`config.mk`:
```
export PLATFORM = sky130hd
export DESIGN_NAME = automaton
export DESIGN_NICKNAME = d
export VERILOG_FILES = /design/src/rtl/automaton_pkg.sv /design/src/rtl/automaton_prescaler.sv /design/src/rtl/automaton.sv
export SDC_FILE = /design/constraint.sdc
export NUM_CORES = 1
export LEC_CHECK = 0
export ABC_CLOCK_PERIOD_IN_PS = 2130
export BUFFER_PORTS_ARGS = -buffer_cell sky130_fd_sc_hd__buf_2
export CAP_MARGIN = 30
export CORE_MARGIN = 5
export CORE_UTILIZATION = 30
export CTS_CLUSTER_SIZE = 40
export DETAILED_ROUTE_END_ITERATION = 10
export GPL_ROUTABILITY_DRIVEN = 0
export GPL_TIMING_DRIVEN = 1
export SLEW_MARGIN = 15
export SYNTH_ARGS = -nofsm -noshare
export SYNTH_HDL_FRONTEND = slang
export SYNTH_SLANG_ARGS = --single-unit
```
`constraint.sdc`:
```
create_clock -name clk -period 2.13 [get_ports clk]
set_input_delay 0.1065 -clock clk [delete_from_list [all_inputs] [get_ports clk]]
set_output_delay 0.1065 -clock clk [all_outputs]
set_load 0.01 [all_outputs]
```
`src/rtl/automaton_pkg.sv`:
```
// Shared helpers for the elementary cellular automaton: ring-neighbour indexing
// and Wolfram rule lookup.
package automaton_pkg;

  localparam int NBR_BITS = 3;

  typedef logic [NBR_BITS-1:0] nbr_t;

  // {left, self, right}, with left as the MSB.
  function automatic nbr_t nbr_idx(input logic left, input logic mid, input logic right);
    return {left, mid, right};
  endfunction

  function automatic logic rule_bit(input logic [7:0] rule, input nbr_t k);
    return rule[k];
  endfunction

  function automatic int ring_left(input int i, input int width);
    return (i + 1) % width;
  endfunction

  function automatic int ring_right(input int i, input int width);
    return (i + width - 1) % width;
  endfunction

endpackage

```
`src/rtl/automaton_prescaler.sv`:
```
// Prescaler for the automaton: counts 0..2N-1 and strobes en on the last count.
module ca_prescaler #(
  parameter int N = 1
) (
  input  logic clk,
  input  logic rst,
  output logic en
);

  localparam int CW = (2 * N > 1) ? $clog2(2 * N) : 1;
  localparam logic [CW-1:0] TOP = CW'(2 * N - 1);

  // Power-up value matches reset so the block runs with rst tied low.
  logic [CW-1:0] cnt_q = '0;
  logic [CW-1:0] cnt_d;

  always_comb begin
    cnt_d = cnt_q + 1'b1;
    if (rst || cnt_q == TOP) cnt_d = '0;
  end

  always_ff @(posedge clk) begin
    cnt_q <= cnt_d;
  end

  assign en = (cnt_q == TOP);

endmodule

```
`src/rtl/automaton.sv`:
```
// Elementary cellular automaton on a ring of WIDTH cells, advancing one
// generation per prescaler period; tick marks the cycle after each advance.
module automaton
  import automaton_pkg::*;
#(
  parameter int             WIDTH = 80,
  parameter logic [7:0]     RULE  = 8'd30,
  parameter logic [WIDTH-1:0] SEED = {{(WIDTH-1){1'b0}}, 1'b1} << (WIDTH / 2),
  parameter int             N     = 1
) (
  input  logic             clk,
  input  logic             rst,
  output logic [WIDTH-1:0] data,
  output logic             tick
);

  logic             en;
  logic [WIDTH-1:0] next_row;
  logic [WIDTH-1:0] data_d;
  logic             tick_d;
  logic [WIDTH-1:0] data_q = SEED;
  logic             tick_q = 1'b0;

  ca_prescaler #(.N(N)) u_prescaler (
    .clk (clk),
    .rst (rst),
    .en  (en)
  );

  // Every cell looks only at the registered row, so all cells update together.
  for (genvar gi = 0; gi < WIDTH; gi++) begin : g_cell
    localparam int L = ring_left(gi, WIDTH);
    localparam int R = ring_right(gi, WIDTH);
    assign next_row[gi] = rule_bit(RULE, nbr_idx(data_q[L], data_q[gi], data_q[R]));
  end

  // Reset wins over an advance that lands in the same cycle.
  always_comb begin
    data_d = data_q;
    tick_d = 1'b0;
    if (rst) begin
      data_d = SEED;
    end else if (en) begin
      data_d = next_row;
      tick_d = 1'b1;
    end
  end

  always_ff @(posedge clk) begin
    data_q <= data_d;
    tick_q <= tick_d;
  end

  assign data = data_q;
  assign tick = tick_q;

endmodule

```
Yosys cells after proc, flatten, opt, wreduce, memory -nomap -nowiden
Memories as Yosys holds them, arrays and structs flattened. A register that Yosys moved wholly into a read port is not among the register bits.
Cells that the tools add are included.
{"block": "op_classes", "mux": 1, "addsub": 1, "reduce_logical": 1}
{"operator": "adder 1 bit, second input constant", "count": 1}
{"operator": "logical OR 1 bit", "count": 1}
{"operator": "2-to-1 mux 1 bit", "count": 1}
{"block": "totals", "register_bits": 2, "mem_count": 80, "in_bits": 2, "elab_cells": 85, "out_inout_bits": 81, "mem_bits_ro": 640}
{"memory": "(no name shown)", "words": 8, "width": 1, "read_ports": 1, "rd_clocked_by_memory_dff": 1, "wr": 0, "line_no": "automaton_pkg.sv:15", "text": "return rule[k];"}
{"memory": "(no name shown)", "words": 8, "width": 1, "read_ports": 1, "rd_clocked_by_memory_dff": 1, "wr": 0, "line_no": "automaton_pkg.sv:15"}
{"memory": "(no name shown)", "words": 8, "width": 1, "read_ports": 1, "rd_clocked_by_memory_dff": 1, "wr": 0, "line_no": "automaton_pkg.sv:15"}
{"memory": "(no name shown)", "words": 8, "width": 1, "read_ports": 1, "rd_clocked_by_memory_dff": 1, "wr": 0, "line_no": "automaton_pkg.sv:15"}
{"memory": "(no name shown)", "words": 8, "width": 1, "read_ports": 1, "rd_clocked_by_memory_dff": 1, "wr": 0, "line_no": "automaton_pkg.sv:15"}
{"memory": "(no name shown)", "words": 8, "width": 1, "read_ports": 1, "rd_clocked_by_memory_dff": 1, "wr": 0, "line_no": "automaton_pkg.sv:15"}
{"memory": "+74 memories"}

Logic depth before layout (Yosys ltp)
{"block": "depth", "depth_word": 1, "depth_mapped": 6, "depth_no_buf": 3}

Hierarchy
From an unflattened synthesis, not the netlist that was laid out.
{"block": "unflattened", "cells_unflattened": 539, "area_unflattened_um2": 4141.5}
{"mod": "automaton", "seq_area_each_um2": 1621.6, "area_per_inst_um2": 4117.7, "instances": 1, "cells_each": 537}
{"mod": "ca_prescaler", "seq_area_each_um2": 20.0, "area_per_inst_um2": 23.8, "instances": 1, "cells_each": 2}

Worst setup path before layout
Ideal clock, no wire load.
{"block": "synth_path", "path_kind": "register -> register", "from": "register u_prescaler.cnt_q (netlist: u_prescaler.en)", "to": "register data_q[42] (netlist: data[42])", "path_stages_with_launch": 6, "period_less_slack_ns": 1.038, "setup_time_ns": 0.131, "required_time_ns": 1.999, "path_buffers": 2, "arrival_ns": 0.907, "slack_ns": 1.092, "cell_sequence": "dfxtp_1 > buf_4 > buf_2 > nand2_1 > nand2_1 > o22ai_2"}
{"element": "start: declaration", "line_no": "automaton_prescaler.sv:14", "text": "logic [CW-1:0] cnt_q = '0;"}
{"element": "start signal: assignment", "line_no": "automaton_prescaler.sv:23", "text": "cnt_q <= cnt_d;"}
{"element": "end: declaration", "line_no": "automaton.sv:21", "text": "logic [WIDTH-1:0] data_q = SEED;"}

==> flow_summary.toml <==
[detailed_routing]
wl_met1_microns = 4620
num_vias = 3836
dr.first_iter.drc_count = 259
wl_met3_microns = 645
wl_per_cell_microns = 12.8
vias_per_cell = 4.83
routed_wl_microns = 10200
highest_layer = "met4"
drc_errors = 0
wl_met2_microns = 4770
drtPass1Iterations = 4
ant_nets = 0

[final_layout]
layout_commonest_cell = "nand2_1"
nFillCells = 1435
register_area_sq_um = 1640
antenna_cells = 0
drive_above_1_share = 0.176
multi_input_area_sq_um = 2240
final_nets = 613
area_growth_pct = 19.3
layout_common_cells = "nand2_1, buf_2, dfxtp_1"

[cts]
root_buffer = "clkbuf_16"
cts.hold.buffers_added = 0
cts.clk_slew.worst_paths_ns = 0.05
cts_buffers = 9
ctsResizeCount = 0
cts_sinks = 82
cts_tree = "built"
clock_latency_ns = 0.34
post-cts-setup-buffers = 0
htreeDepth = 3
cts_buffer_depth = 2

[synth]
yosysWarnings = 0
synth.avg_cell_area_sq_um = 7.66
syn_area_sq_um = 4150
ys_types = 21
ys_seq_elements = 82
synthesis.nets = 543
seq_area_frac_synth = 0.396
synth_cells = 541

[global_route]
grt_pass1_vias = 3503
grt_overflow_total = 0
grt_use_total = 0.127
grt_pass1_wl_microns = 17200
antenna_found_initial = 0
grt_max_degree = 82

[placed_design]
portBuffers = 82
hpwl_microns = 6560

[die]
die_h_microns = 128
initial_core_util = 0.302
io_pins = 83
die_x_microns = 128
core-area_sq_um = 13700
rows = 43
dieArea_sq_um = 16300

[sta]
fin_crit_ns = 1.22
slew_violations = 0
setup_tns_ns = 0
fmax_mhz = 822
clock-skew-final_ns = 0.00580
rsz0062_at_grt = "false"
hold_viol_final = 0
setup_violations = 0
hold_slack_ns = 0.279
period_share = 0.571
tightest_slew_ns = 0.389
timing.slew.headroom = 0.741

[power]
cellLeakagePower_nw = 1.61
power_density_nw_per_um2 = 650
ir_drop_v = 0.000393

[hold_path]
hold_class = "input port to flop"

[worst_setup_path]
max_stage_delay_ns = 0.34
crit_slowest_cell = "dfxtp_2"
critical_path_class = "flop to flop"
worstPathMaxFanout = 54
worstPathCellList = "nand2b_4 > buf_12 > o22ai_1"
cp-end-kind = "flop"
arrival_ns = 1.42
cp.required_ns = 2.34
start_kind = "flop"

[run_status]
outcome = "complete, no violations"

[run]
cap_violations = 0
[layer usage]
layer,track usage,vias to the layer above
li1,-,1990
met4,0.0379,0
met3,0.0443,12
met1,0.154,1761
met5,0,-
met2,0.213,73
[where the power goes]
group | switching (mW) | internal [mW] | total [mW]
clock network | 0.585 | 0.811 | 1.40
logic | 0.138 | 0.0816 | 0.219
registers | 0.0423 | 1.56 | 1.60
[cell type report]
type	instances	area share
multi-input combinational	402	0.454
sequential	82	0.332
timing repair buffer	87	0.0956
clock buffer	14	0.0513
tap	180	0.0455
inverter	29	0.0220
[worst max-delay path: cells and delay by family (launching register included)]
| family | cells | cell delay [ns] |
|---|---|---|
| flip-flops | 1 | 0.34 |
| AO/OA/AOI/OAI | 1 | 0.12 |
| buffers and inverters | 1 | 0.30 |
| AND/OR/NAND/NOR | 1 | 0.28 |
[cells in the mapped netlist (all sizes together)]
cell    count  area (sq um)
dfxtp      82          1640
nor2       52           195
nand2     156           586
o22ai      77           538
o21ai       2          10.0
a21oi      30           150
a31oi       1          6.26
buf        20           121
inv        29           109
nand3b      1          7.51
or2         1          6.26
clkbuf      8          30.0
mux2i      50           500
nand2b      1          13.8
nor2b       1          6.26
a21o        1          7.51
nor3b      28           210
o211ai      1          7.51
[logic make-up (layout without fill, tap and decap cells)]
logic type             after synthesis  count (layout)  synth area share
DFF                                 82              82             0.396
and+or+nand+nor                    240             240             0.247
muxes                               50              50             0.121
buffers and inverters               57             130            0.0628
AOI/OAI and AO/OA                  112             112             0.174
[flip-flops by register name, summed over array words and instances (netlist names)]
signal and count:
data 80, tick 1, u_prescaler.en 1
[per-stage QoR]
| stage | cells | power (mW) | utilization | instance area (sq um) | setup slack, ns |
|---|---|---|---|---|---|
| after global placement | 780 | 1.85 | 0.342 | 4690 | 0.964 |
| after CTS | 794 | 3.27 | 0.361 | 4950 | 0.919 |
| final | 794 | 3.21 | 0.361 | 4950 | 0.913 |
| after floorplan | 541 | 1.79 | - | 4150 | 1.09 |
| after global routing | 794 | 3.35 | 0.361 | 4950 | 0.839 |
| after detailed placement | 780 | 1.86 | 0.342 | 4690 | 0.931 |
[worst paths after layout]
kind	from	endpoint	slack, ns	depth (start not counted)
worst min register to register	data[79]$_SDFFE_PP0P_	data[79]$_SDFFE_PP0P_	0.55	2
worst max-delay path	u_prescaler.en$_SDFF_PP0_	data[39]$_SDFFE_PP0P_	0.91	3
worst max register to register	u_prescaler.en$_SDFF_PP0_	data[39]$_SDFFE_PP0P_	0.91	3
worst min-delay path	rst	u_prescaler.en$_SDFF_PP0_	0.28	3
(Power assumes the default switching activity.)
